## src/rtl/uart_pkg.sv

```systemverilog
// Shared types and constants for the parameterised UART transmitter.
// The PARITY state exists only when UART_TX_PARITY_EN is defined.
package uart_pkg;

  // 100 MHz system clock, 115200 baud
  localparam int UART_DEFAULT_CLKS_PER_BIT = 868;

`ifdef UART_TX_PARITY_EN
  typedef enum logic [2:0] {
    ST_IDLE,
    ST_START,
    ST_DATA,
    ST_PARITY,
    ST_STOP
  } uart_state_e;
`else
  typedef enum logic [1:0] {
    ST_IDLE,
    ST_START,
    ST_DATA,
    ST_STOP
  } uart_state_e;
`endif

endpackage

```

## src/rtl/uart_baud_gen.sv

```systemverilog
// Bit-period counter: counts 0..CLKS_PER_BIT-1 and pulses tick_o on the last count.
// clr_i holds the count at zero so a new bit period starts cleanly.
module uart_baud_gen
  import uart_pkg::*;
#(
  parameter int CLKS_PER_BIT = UART_DEFAULT_CLKS_PER_BIT
) (
  input  logic clk_i,
  input  logic arst_ni,
  input  logic clr_i,
  output logic tick_o
);

  localparam int CW = (CLKS_PER_BIT > 1) ? $clog2(CLKS_PER_BIT) : 1;
  localparam logic [CW-1:0] LAST = CW'(CLKS_PER_BIT - 1);

  logic [CW-1:0] cnt_q, cnt_d;

  assign tick_o = !clr_i && (cnt_q == LAST);

  always_comb begin
    cnt_d = cnt_q + 1'b1;
    if (clr_i || tick_o) cnt_d = '0;
  end

  always_ff @(posedge clk_i or negedge arst_ni) begin
    if (!arst_ni) cnt_q <= '0;
    else          cnt_q <= cnt_d;
  end

endmodule

```

## src/rtl/uart_tx_param.sv

```systemverilog
// Parameterised UART transmitter: start bit, DATA_W data bits LSB first, optional
// parity bit (compiled in with UART_TX_PARITY_EN), then STOP_BITS stop bits.
module uart_tx_param
  import uart_pkg::*;
#(
  parameter int DATA_W       = 8,
  parameter int CLKS_PER_BIT = UART_DEFAULT_CLKS_PER_BIT,
  parameter int STOP_BITS    = 1,
  parameter int PARITY_ODD   = 0
) (
  input  logic              clk,
  input  logic              tx_arst_n,
  input  logic              tx_rst,
  input  logic              tx_valid,
  output logic              tx_ready,
  input  logic [DATA_W-1:0] data_in,
  output logic              busy,
  output logic              done,
  output logic              tx_bit
);

  localparam int CNT_W = $clog2(DATA_W + 1);
  localparam logic [CNT_W-1:0] LAST_DATA = CNT_W'(DATA_W - 1);
  localparam logic [CNT_W-1:0] LAST_STOP = CNT_W'(STOP_BITS - 1);

  if (DATA_W < 5 || DATA_W > 9 || CLKS_PER_BIT < 2 || (STOP_BITS != 1 && STOP_BITS != 2) ||
      (PARITY_ODD != 0 && PARITY_ODD != 1)) begin : g_bad_param
    $error("uart_tx_param: illegal parameter value");
  end

  uart_state_e       state_q, state_d;
  logic [DATA_W-1:0] shreg_q, shreg_d;
  logic [CNT_W-1:0]  bit_cnt_q, bit_cnt_d;
  logic              tx_bit_q, tx_bit_d;
  logic              ready_q;
  logic              tick;
  logic              accept;
`ifdef UART_TX_PARITY_EN
  logic              par_q, par_d;
`endif

  assign accept = tx_valid && tx_ready;
  assign tx_bit = tx_bit_q;

  // Baud counter idles at zero so the start bit gets a full period after acceptance
  uart_baud_gen #(
    .CLKS_PER_BIT(CLKS_PER_BIT)
  ) u_baud (
    .clk_i  (clk),
    .arst_ni(tx_arst_n),
    .clr_i  (tx_rst || (state_q == ST_IDLE)),
    .tick_o (tick)
  );

  always_ff @(posedge clk or negedge tx_arst_n) begin
    if (!tx_arst_n) state_q <= ST_IDLE;
    else            state_q <= state_d;
  end

  always_comb begin
    state_d = state_q;
    case (state_q)
      ST_IDLE:  if (accept) state_d = ST_START;
      ST_START: if (tick) state_d = ST_DATA;
`ifdef UART_TX_PARITY_EN
      ST_DATA:   if (tick && bit_cnt_q == LAST_DATA) state_d = ST_PARITY;
      ST_PARITY: if (tick) state_d = ST_STOP;
`else
      ST_DATA:  if (tick && bit_cnt_q == LAST_DATA) state_d = ST_STOP;
`endif
      ST_STOP:  if (tick && bit_cnt_q == LAST_STOP) state_d = ST_IDLE;
      default:  state_d = ST_IDLE;
    endcase
    if (tx_rst) state_d = ST_IDLE;
  end

  // done is masked by tx_rst so an aborted frame never reports completion
  always_comb begin
    tx_ready = ready_q && !tx_rst && (state_q == ST_IDLE);
    busy     = (state_q != ST_IDLE);
    done     = !tx_rst && tick && (state_q == ST_STOP) && (bit_cnt_q == LAST_STOP);
  end

  // tx_bit_d is the line value for the bit that begins on the next cycle
  always_comb begin
    shreg_d   = shreg_q;
    bit_cnt_d = bit_cnt_q;
    tx_bit_d  = tx_bit_q;
`ifdef UART_TX_PARITY_EN
    par_d     = par_q;
`endif
    if (tx_rst) begin
      bit_cnt_d = '0;
      tx_bit_d  = 1'b1;
    end else begin
      case (state_q)
        ST_IDLE: begin
          tx_bit_d = 1'b1;
          if (accept) begin
            shreg_d   = data_in;
            bit_cnt_d = '0;
            tx_bit_d  = 1'b0;
`ifdef UART_TX_PARITY_EN
            par_d     = (^data_in) ^ (PARITY_ODD != 0);
`endif
          end
        end
        ST_START: if (tick) tx_bit_d = shreg_q[0];
        ST_DATA: begin
          if (tick) begin
            if (bit_cnt_q == LAST_DATA) begin
              bit_cnt_d = '0;
`ifdef UART_TX_PARITY_EN
              tx_bit_d  = par_q;
`else
              tx_bit_d  = 1'b1;
`endif
            end else begin
              bit_cnt_d = bit_cnt_q + 1'b1;
              shreg_d   = shreg_q >> 1;
              tx_bit_d  = shreg_q[1];
            end
          end
        end
`ifdef UART_TX_PARITY_EN
        ST_PARITY: if (tick) tx_bit_d = 1'b1;
`endif
        ST_STOP: begin
          if (tick) begin
            tx_bit_d  = 1'b1;
            bit_cnt_d = (bit_cnt_q == LAST_STOP) ? '0 : bit_cnt_q + 1'b1;
          end
        end
        default: ;
      endcase
    end
  end

  always_ff @(posedge clk or negedge tx_arst_n) begin
    if (!tx_arst_n) begin
      bit_cnt_q <= '0;
      tx_bit_q  <= 1'b1;
      ready_q   <= 1'b0;
    end else begin
      bit_cnt_q <= bit_cnt_d;
      tx_bit_q  <= tx_bit_d;
      ready_q   <= 1'b1;
    end
  end

  // Payload holds no control meaning, so it needs no reset
  always_ff @(posedge clk) begin
    shreg_q <= shreg_d;
`ifdef UART_TX_PARITY_EN
    par_q   <= par_d;
`endif
  end

endmodule
```

## config.mk

```make
export PLATFORM = sky130hd
export DESIGN_NAME = uart_tx_param
export DESIGN_NICKNAME = d
export VERILOG_FILES = /design/src/rtl/uart_pkg.sv /design/src/rtl/uart_baud_gen.sv /design/src/rtl/uart_tx_param.sv
export SDC_FILE = /design/constraint.sdc
export NUM_CORES = 1
export LEC_CHECK = 0
export ABC_AREA = 1
export CAP_MARGIN = 20
export CORE_MARGIN = 1.5
export CORE_UTILIZATION = 60
export DETAILED_ROUTE_END_ITERATION = 8
export GPL_TIMING_DRIVEN = 0
export PLACE_DENSITY = 0.83
export SLEW_MARGIN = 10
export SYNTH_ARGS = -nofsm -noshare
export SYNTH_HDL_FRONTEND = slang
export SYNTH_SLANG_ARGS = --single-unit
```

## constraint.sdc

```tcl
create_clock -name clk -period 3.5 [get_ports clk]
set_input_delay 0.525 -clock clk [delete_from_list [all_inputs] [get_ports clk]]
set_output_delay 0.525 -clock clk [all_outputs]
set_load 0.02 [all_outputs]
```

==> metrics.txt, run 1 <==
# TYPE chip_impl_metric gauge
chip_impl_info{name="outcome",value="completed"} 1
chip_impl_metric{name="first_pass_iters",unit=""} 4
chip_impl_metric{name="min_period_over_period",unit=""} 0.781
chip_impl_metric{name="residual_drc",unit=""} 0
chip_impl_metric{name="postRouteAntennaNets",unit=""} 0
chip_impl_info{name="synth_top_area_cell",value="sky130_fd_sc_hd__dfrtp_1"} 1
chip_impl_metric{name="buffer_ports.inserted",unit=""} 14
chip_impl_info{name="layout_commonest_cell",value="sky130_fd_sc_hd__nand2_1"} 1
chip_impl_metric{name="hold_buffers",unit=""} 0
chip_impl_metric{name="finish.cell_count_without_fillers",unit=""} 222
chip_impl_metric{name="max-cap-violations",unit=""} 0
chip_impl_metric{name="fp.coreArea",unit="µm²"} 2280
chip_impl_metric{name="final_weighted_congestion_in_routability_driven_placement",unit=""} 0.859
chip_impl_metric{name="post-route-min-period",unit="ns"} 2.73
chip_impl_info{name="end_of_the_worst_hold_path",value="tx_bit$_DFFE_PN1P_"} 1
chip_impl_metric{name="syn_area",unit="µm²"} 1500
chip_impl_metric{name="cellInternalPower",unit="mW"} 0.581
chip_impl_metric{name="postSynthCellCount",unit=""} 176
chip_impl_metric{name="average_wire_length_per_cell_after_detail_routing",unit="µm"} 13.1
chip_impl_metric{name="comb_power_share",unit=""} 0.437
chip_impl_metric{name="setup_viol",unit=""} 0
chip_impl_metric{name="critical_path_peak_fanout",unit=""} 5
chip_impl_metric{name="switching_power",unit="mW"} 0.404
chip_impl_info{name="min_from",value="tx_bit$_DFFE_PN1P_"} 1
chip_impl_info{name="synthTopCellsByArea",value="sky130_fd_sc_hd__dfrtp_1 28%, sky130_fd_sc_hd__edfxtp_1 16%, sky130_fd_sc_hd__nand2_1 11%, sky130_fd_sc_hd__ha_1 5.8%, sky130_fd_sc_hd__inv_1 4.3%"} 1
chip_impl_metric{name="grt_usage",unit=""} 0.252
chip_impl_metric{name="layout.filler_cells",unit=""} 172
chip_impl_metric{name="drive_gt1_frac",unit=""} 0.139
chip_impl_metric{name="post-place-ws",unit="ns"} 0.952
chip_impl_metric{name="antenna-diode-count",unit=""} 0
chip_impl_metric{name="sw_frac_of_total",unit=""} 0.410
chip_impl_info{name="clockRootBuffer",value="sky130_fd_sc_hd__clkbuf_4"} 1
chip_impl_info{name="setup_repair_after_global_routing_missed_its_margin",value="false"} 1
chip_impl_metric{name="postLayoutSetupSlackWorst",unit="ns"} 0.767
chip_impl_metric{name="timing_worst_slew_pin_value",unit="ns"} 1.18
chip_impl_info{name="path_class",value="reg -> out"} 1
chip_impl_metric{name="ctsResizeCount",unit=""} 0
chip_impl_metric{name="count_of_buffers_added_by_post_cts_timing_repair_for_setup",unit=""} 0
chip_impl_metric{name="top_level_ports",unit=""} 16
chip_impl_metric{name="register_area",unit="µm²"} 692
chip_impl_metric{name="number_of_global_route_vias_before_repair",unit=""} 1146
chip_impl_metric{name="detailedPlacementHpwl",unit="µm"} 2210
chip_impl_metric{name="floorplan.die_area",unit="µm²"} 2810
chip_impl_metric{name="vdd.ir_drop.worst",unit="mV"} 0.448
chip_impl_info{name="critical_path.startpoint_type",value="flip-flop"} 1
chip_impl_metric{name="cts_max_path_buffers",unit=""} 2
chip_impl_metric{name="final-max-slew-violation-count",unit=""} 0
chip_impl_metric{name="power-per-cell-area",unit="nW/µm²"} 579
chip_impl_metric{name="cts_htree_levels",unit=""} 1
chip_impl_metric{name="synth.top_cell.area_share",unit=""} 0.284
chip_impl_metric{name="power.share.sequential",unit=""} 0.426
chip_impl_metric{name="syn-num-nets",unit=""} 195
chip_impl_metric{name="dr_total_vias",unit=""} 1202
chip_impl_metric{name="final.setup.tns",unit="ns"} 0
chip_impl_metric{name="finish.net_count",unit=""} 214
chip_impl_metric{name="finalWirelength",unit="µm"} 2910
chip_impl_metric{name="total_power",unit="mW"} 0.985
chip_impl_metric{name="max_freq",unit="GHz"} 0.366
chip_impl_metric{name="clock-sinks",unit=""} 26
chip_impl_metric{name="data_arrival_time_at_the_worst_slack_endpoint",unit="ns"} 2.21
chip_impl_metric{name="area_delta_synth_final",unit="%"} 13.4
chip_impl_metric{name="synth_seq_area_share",unit=""} 0.462
chip_impl_metric{name="globalRouteOverflowTotal",unit=""} 0
chip_impl_metric{name="clockPowerShare",unit=""} 0.137
chip_impl_metric{name="number_of_buffers_created_by_cts",unit=""} 3
chip_impl_metric{name="clkSlewWorstSetupHoldPaths",unit="ns"} 0.14
chip_impl_info{name="cts_tree",value="built"} 1
chip_impl_metric{name="synth-seq-cells",unit=""} 26
chip_impl_metric{name="grt_antenna_before_repair",unit=""} 0
chip_impl_metric{name="placement_rows",unit=""} 17
chip_impl_info{name="hold_path_class",value="reg -> reg"} 1
chip_impl_metric{name="multiInputGateArea",unit="µm²"} 703
chip_impl_info{name="reg2reg_from",value="state_q[1]$_DFFE_PN0P_"} 1
chip_impl_metric{name="die_h",unit="µm"} 53.0
chip_impl_info{name="worstSetupEndpointType",value="output port"} 1
chip_impl_metric{name="static-leakage-power",unit="nW"} 0.767
chip_impl_metric{name="clock_latency_reported_for_the_late_side_of_the_worst_skew_pair",unit="ns"} 0.33
chip_impl_metric{name="postSynthAreaPerCell",unit="µm²"} 8.52
chip_impl_metric{name="final.setup_skew",unit="ns"} 0.00332
chip_impl_metric{name="die_w",unit="µm"} 53.0
chip_impl_metric{name="total_of_warnings_raised_by_yosys",unit=""} 0
chip_impl_info{name="final_cell_mix",value="45 x sky130_fd_sc_hd__nand2_1, 17 x sky130_fd_sc_hd__inv_1, 17 x sky130_fd_sc_hd__nor2_1, 17 x sky130_fd_sc_hd__dfrtp_1, 14 x sky130_fd_sc_hd__clkdlybuf4s50_1"} 1
chip_impl_metric{name="number_of_placed_instances_taps_included",unit=""} 218
chip_impl_metric{name="hold_depth",unit=""} 2
chip_impl_metric{name="rr_worst_depth",unit=""} 5
chip_impl_metric{name="synth_cell_type_count",unit=""} 34
chip_impl_metric{name="regToRegSetupSlack",unit="ns"} 1.00
chip_impl_metric{name="viasPerCell",unit=""} 5.41
chip_impl_metric{name="initial_core_util",unit=""} 0.659
chip_impl_metric{name="final-hold-violation-count",unit=""} 0
chip_impl_metric{name="grt_pass1_wl",unit="µm"} 5130
chip_impl_metric{name="grt_start_max_net_pins",unit=""} 19
chip_impl_info{name="timing.rr.end",value="shreg_q[2]$_DFFE_PP_"} 1
chip_impl_metric{name="worst_slew_margin",unit=""} 0.215
chip_impl_metric{name="worstPathRequired",unit="ns"} 2.97
chip_impl_metric{name="drt-initial-drc-count",unit=""} 36
area by class of cell:
class,count,share of cell area
buffer,3,0.0125
clock buffer,3,0.0132
clock inverter,1,0.00221
inverter,22,0.0486
multi-input combinational,125,0.414
sequential,26,0.407
tap,28,0.0206
timing repair buffer,14,0.0824
worst max-delay path: stages, from the launching register on:
cell                              delay, ns
sky130_fd_sc_hd__dfrtp_1               0.44
sky130_fd_sc_hd__inv_1                 0.09
sky130_fd_sc_hd__ha_1                  0.28
sky130_fd_sc_hd__nor2_4                0.20
sky130_fd_sc_hd__nand4_1               0.13
sky130_fd_sc_hd__nor2_1                0.13
sky130_fd_sc_hd__clkdlybuf4s50_1       0.61
kinds of logic after synthesis:
| group | after synthesis | synth area share |
|---|---|---|
| and+or+nand+nor | 91 | 0.290 |
| AOI/OAI and AO/OA | 23 | 0.101 |
| DFF | 26 | 0.462 |
| adders and majority gates | 7 | 0.0584 |
| xor gates and xnor gates | 3 | 0.0175 |
| buffers and inverters | 25 | 0.0693 |
| other | 1 | 0.00250 |
how the worst max path moves through the flow:
stage                                 startpoint                       end  slack, ns
after floorplan           state_q[0]$_DFFE_PN0P_      shreg_q[0]$_DFFE_PP_       1.09
after global placement                  tx_valid  shreg_q[7]$_SDFFCE_PP0P_       1.01
after detailed placement                tx_valid      shreg_q[5]$_DFFE_PP_       0.95
after CTS                 state_q[0]$_DFFE_PN0P_                      done       0.76
after global routing      state_q[0]$_DFFE_PN0P_                      done       0.65
final                     state_q[1]$_DFFE_PN0P_                      done       0.77
flip-flops by register name, indices dropped and copies added, names as in the netlist:
signal,flops
shreg_q,8
tx_bit,1
bit_cnt_q,4
state_q,2
u_baud.cnt_q,10
ready_q,1
power by group through the flow:
stage | sequential, mW | combinational (mW) | clock, mW
6_report | 0.419 | 0.431 | 0.135
5_1_grt | 0.427 | 0.484 | 0.146
4_1_cts | 0.419 | 0.431 | 0.134
3_5_place_dp | 0.426 | 0.428 | 0
3_3_place_gp | 0.422 | 0.401 | 0
2_1_floorplan | 0.422 | 0.302 | 0
Yosys cell counts:
master	count
sky130_fd_sc_hd__nand4_1	5
sky130_fd_sc_hd__a21oi_2	1
sky130_fd_sc_hd__o21bai_1	1
sky130_fd_sc_hd__nor3_2	1
sky130_fd_sc_hd__nand2_1	45
sky130_fd_sc_hd__nor2_1	17
sky130_fd_sc_hd__buf_2	2
sky130_fd_sc_hd__a21oi_1	7
sky130_fd_sc_hd__nand2_2	3
sky130_fd_sc_hd__dfstp_2	1
sky130_fd_sc_hd__o21ai_1	1
sky130_fd_sc_hd__buf_6	1
sky130_fd_sc_hd__dfrtp_1	17
sky130_fd_sc_hd__xor2_1	3
sky130_fd_sc_hd__a22oi_1	1
sky130_fd_sc_hd__ha_1	7
sky130_fd_sc_hd__nor2_4	3
sky130_fd_sc_hd__a211oi_2	1
sky130_fd_sc_hd__a221oi_1	1
sky130_fd_sc_hd__nor4_1	1
sky130_fd_sc_hd__nand2_4	1
sky130_fd_sc_hd__o21a_1	3
sky130_fd_sc_hd__nor2_2	2
sky130_fd_sc_hd__o21ai_2	2
sky130_fd_sc_hd__nand3_1	7
sky130_fd_sc_hd__nor3b_1	3
sky130_fd_sc_hd__inv_1	17
sky130_fd_sc_hd__nor3_1	2
sky130_fd_sc_hd__inv_2	5
sky130_fd_sc_hd__nand3_2	1
sky130_fd_sc_hd__o21ai_0	4
sky130_fd_sc_hd__conb_1	1
sky130_fd_sc_hd__edfxtp_1	8
sky130_fd_sc_hd__a31oi_1	1
metrics by stage:
stage	area (µm²)	hold WS [ns]	utilization
3_5_place_dp	1670	0.502	0.736
5_1_grt	1700	0.523	0.747
4_1_cts	1700	0.513	0.747
2_1_floorplan	1500	0.229	-
6_report	1700	0.519	0.747
3_3_place_gp	1670	0.479	0.736
routing by layer:
| metal | GRT usage | part of all wire | wire length [µm] |
|---|---|---|---|
| met5 | 0 | 0 | 0 |
| met4 | 0.0983 | 0.012 | 34 |
| met3 | 0.0367 | 0.029 | 84 |
| met2 | 0.429 | 0.49 | 1430 |
| met1 | 0.322 | 0.47 | 1360 |
Power figures use the tool's default switching activity.
==> run 2, diff against run 1 <==
--- a/config.mk
+++ b/config.mk
@@ -8,10 +8,10 @@
 export ABC_AREA = 1
 export CAP_MARGIN = 20
 export CORE_MARGIN = 1.5
-export CORE_UTILIZATION = 60
+export CORE_UTILIZATION = 50
 export DETAILED_ROUTE_END_ITERATION = 8
 export GPL_TIMING_DRIVEN = 0
-export PLACE_DENSITY = 0.83
+export PLACE_DENSITY = 0.74
 export SLEW_MARGIN = 10
 export SYNTH_ARGS = -nofsm -noshare
 export SYNTH_HDL_FRONTEND = slang
==> constraint.sdc (replaced) <==
create_clock -name clk -period 2.3 [get_ports clk]
set_input_delay 0.345 -clock clk [delete_from_list [all_inputs] [get_ports clk]]
set_output_delay 0.345 -clock clk [all_outputs]
set_load 0.02 [all_outputs]
==> run 2 against run 1 <==
  * Cell area rose by 1.5%
  * Total power rose by 55%
  * Clock skew rose by 0.0022 ns
  * The flow now finishes with violations (DRC)
  * Die area rose by 19%
  * Critical path type unchanged
  * Critical endpoint is now busy
  * Non-clock buffer count did not move
  * Utilization fell by 13 points
  * Sequential power rose by 52%
==> metrics.txt, run 2 (synthesis results as in run 1) <==
# TYPE chip_impl_metric gauge
chip_impl_info{name="outcome",value="finished, violations left"} 1
chip_impl_info{name="violations",value="DRC"} 1
chip_impl_metric{name="layout.filler_cells",unit=""} 256
chip_impl_metric{name="final-max-slew-violation-count",unit=""} 0
chip_impl_metric{name="vdd.ir_drop.worst",unit="mV"} 0.362
chip_impl_metric{name="multiInputGateArea",unit="µm²"} 721
chip_impl_metric{name="clkSlewWorstSetupHoldPaths",unit="ns"} 0.14
chip_impl_metric{name="first_pass_iters",unit=""} 6
chip_impl_metric{name="cts_max_path_buffers",unit=""} 2
chip_impl_metric{name="detailedPlacementHpwl",unit="µm"} 2120
chip_impl_metric{name="max-cap-violations",unit=""} 0
chip_impl_metric{name="drt-initial-drc-count",unit=""} 43
chip_impl_info{name="setup_repair_after_global_routing_missed_its_margin",value="false"} 1
chip_impl_info{name="cts_tree",value="built"} 1
chip_impl_info{name="clockRootBuffer",value="sky130_fd_sc_hd__clkbuf_4"} 1
chip_impl_metric{name="globalRouteOverflowTotal",unit=""} 0
chip_impl_metric{name="residual_drc",unit=""} 1
chip_impl_metric{name="initial_core_util",unit=""} 0.534
chip_impl_info{name="layout_commonest_cell",value="sky130_fd_sc_hd__nand2_1"} 1
chip_impl_metric{name="dr_total_vias",unit=""} 1174
chip_impl_metric{name="finalWirelength",unit="µm"} 2790
chip_impl_info{name="final_cell_mix",value="45 x sky130_fd_sc_hd__nand2_1, 17 x sky130_fd_sc_hd__inv_1, 17 x sky130_fd_sc_hd__nor2_1, 17 x sky130_fd_sc_hd__dfrtp_1, 12 x sky130_fd_sc_hd__clkdlybuf4s50_1"} 1
chip_impl_metric{name="worstPathRequired",unit="ns"} 1.96
chip_impl_metric{name="finish.net_count",unit=""} 214
chip_impl_metric{name="grt_usage",unit=""} 0.178
chip_impl_metric{name="max_freq",unit="GHz"} 0.460
chip_impl_metric{name="count_of_buffers_added_by_post_cts_timing_repair_for_setup",unit=""} 0
chip_impl_info{name="hold_path_class",value="in -> reg"} 1
chip_impl_metric{name="fp.coreArea",unit="µm²"} 2810
chip_impl_metric{name="area_delta_synth_final",unit="%"} 15.1
chip_impl_metric{name="clock_latency_reported_for_the_late_side_of_the_worst_skew_pair",unit="ns"} 0.32
chip_impl_metric{name="antenna-diode-count",unit=""} 0
chip_impl_info{name="path_class",value="reg -> out"} 1
chip_impl_metric{name="post-route-min-period",unit="ns"} 2.17
chip_impl_metric{name="setup_viol",unit=""} 0
chip_impl_info{name="top_register",value="u_baud.cnt_q"} 1
chip_impl_metric{name="average_wire_length_per_cell_after_detail_routing",unit="µm"} 12.4
chip_impl_metric{name="register_area",unit="µm²"} 692
chip_impl_metric{name="drive_gt1_frac",unit=""} 0.155
chip_impl_metric{name="finish.instance_area",unit="µm²"} 1730
chip_impl_metric{name="static-leakage-power",unit="nW"} 0.782
chip_impl_metric{name="hold_buffers",unit=""} 0
chip_impl_metric{name="final_weighted_congestion_in_routability_driven_placement",unit=""} 0.803
chip_impl_metric{name="number_of_buffers_created_by_cts",unit=""} 3
chip_impl_metric{name="grt_pass1_wl",unit="µm"} 4740
chip_impl_metric{name="viasPerCell",unit=""} 5.22
chip_impl_metric{name="dpl_cell_area",unit="µm²"} 1680
chip_impl_info{name="largest_registers",value="u_baud.cnt_q x10, shreg_q x8, bit_cnt_q x4"} 1
chip_impl_metric{name="placement_rows",unit=""} 19
chip_impl_metric{name="buffer_ports.inserted",unit=""} 14
chip_impl_metric{name="postRouteAntennaNets",unit=""} 0
chip_impl_metric{name="timing_worst_slew_pin_value",unit="ns"} 0.819
chip_impl_info{name="worstSetupEndpointType",value="output port"} 1
chip_impl_metric{name="largest_reg_flops",unit=""} 10
chip_impl_metric{name="min_period_over_period",unit=""} 0.944
chip_impl_metric{name="critPathMaxStageDelay",unit="ns"} 0.61
chip_impl_metric{name="critical_path_peak_fanout",unit=""} 4
chip_impl_metric{name="grt_start_max_net_pins",unit=""} 19
chip_impl_info{name="library_cell_contributing_the_largest_single_delay_on_the_critical_path",value="sky130_fd_sc_hd__clkdlybuf4s50_1"} 1
chip_impl_metric{name="data_arrival_time_at_the_worst_slack_endpoint",unit="ns"} 1.83
chip_impl_metric{name="final.setup.tns",unit="ns"} 0
chip_impl_metric{name="floorplan.die_area",unit="µm²"} 3340
chip_impl_info{name="crit_chain",value="inv_1 > ha_1 > inv_2 > clkdlybuf4s50_1"} 1
chip_impl_metric{name="top_level_ports",unit=""} 16
chip_impl_metric{name="clock-sinks",unit=""} 26
chip_impl_metric{name="cts_htree_levels",unit=""} 1
chip_impl_metric{name="die_h",unit="µm"} 57.8
chip_impl_metric{name="final.setup_skew",unit="ns"} 0.00548
chip_impl_metric{name="grt_antenna_before_repair",unit=""} 0
chip_impl_info{name="critical_path.startpoint_type",value="flip-flop"} 1
chip_impl_metric{name="die_w",unit="µm"} 57.8
chip_impl_metric{name="worst_slew_margin",unit=""} 0.453
chip_impl_metric{name="power-per-cell-area",unit="nW/µm²"} 885
chip_impl_metric{name="number_of_global_route_vias_before_repair",unit=""} 1119
chip_impl_metric{name="final-hold-violation-count",unit=""} 0
-- run 2: final timing paths --
check                                               start                         to  slack [ns]  depth (start not counted)
worst max-delay path               state_q[0]$_DFFE_PN0P_                       busy        0.13                          4
worst min-delay path                               tx_rst     state_q[1]$_DFFE_PN0P_        0.33                          4
worst max register to register     state_q[0]$_DFFE_PN0P_       shreg_q[3]$_DFFE_PP_        0.23                          5
worst min register to register  u_baud.cnt_q[0]$_DFF_PN0_  u_baud.cnt_q[0]$_DFF_PN0_        0.52                          1
max in group asynchronous                       tx_arst_n   bit_cnt_q[2]$_DFFE_PN0P_        1.31                          1
min in group asynchronous                       tx_arst_n  u_baud.cnt_q[0]$_DFF_PN0_        0.48                          1
-- run 2: per-layer routing --
layer,GRT usage,up-vias,share of wire
li1,-,607,-
met1,0.254,543,0.49
met2,0.289,19,0.47
met3,0.0201,5,0.031
met4,0.0498,0,0.014
met5,0,-,0
-- run 2: power by group --
part | switching (mW) | internal [mW] | leakage (nW)
sequential | 0.0497 | 0.586 | 0.317
combinational | 0.422 | 0.240 | 0.444
clock | 0.133 | 0.0967 | 0.0210
total | 0.604 | 0.923 | 0.782
-- run 2: final cells by class --
| type | instances | area share |
|---|---|---|
| inverter | 22 | 0.0479 |
| multi-input combinational | 125 | 0.418 |
| buffer | 3 | 0.0123 |
| tap | 31 | 0.0225 |
| timing repair buffer | 14 | 0.0776 |
| clock buffer | 4 | 0.0210 |
| sequential | 26 | 0.401 |
-- run 2: worst max-delay path, delay by kind of cell, from the launching register on --
kind | cells | cell delay, ns
flops | 1 | 0.43
fa+ha+maj | 1 | 0.28
buf+inv | 3 | 0.81
-- run 2: what timing repair did --
item                       CTS  global route
resized for setup            2             3
gates cloned                 0             0
setup endpoints to repair    2             9
-- run 2: through the flow --
| stage | hold WS, ns | cells | utilization | power, mW | worst slack (ns) |
|---|---|---|---|---|---|
| floorplan | 0.0494 | 176 | - | 1.11 | 0.131 |
| global placement | 0.483 | 221 | 0.600 | 1.26 | 0.156 |
| detailed placement | 0.498 | 221 | 0.600 | 1.29 | 0.113 |
| CTS | 0.322 | 225 | 0.612 | 1.52 | 0.0348 |
| global route | 0.328 | 225 | 0.615 | 1.65 | 0.00473 |
| finish | 0.333 | 225 | 0.615 | 1.53 | 0.128 |
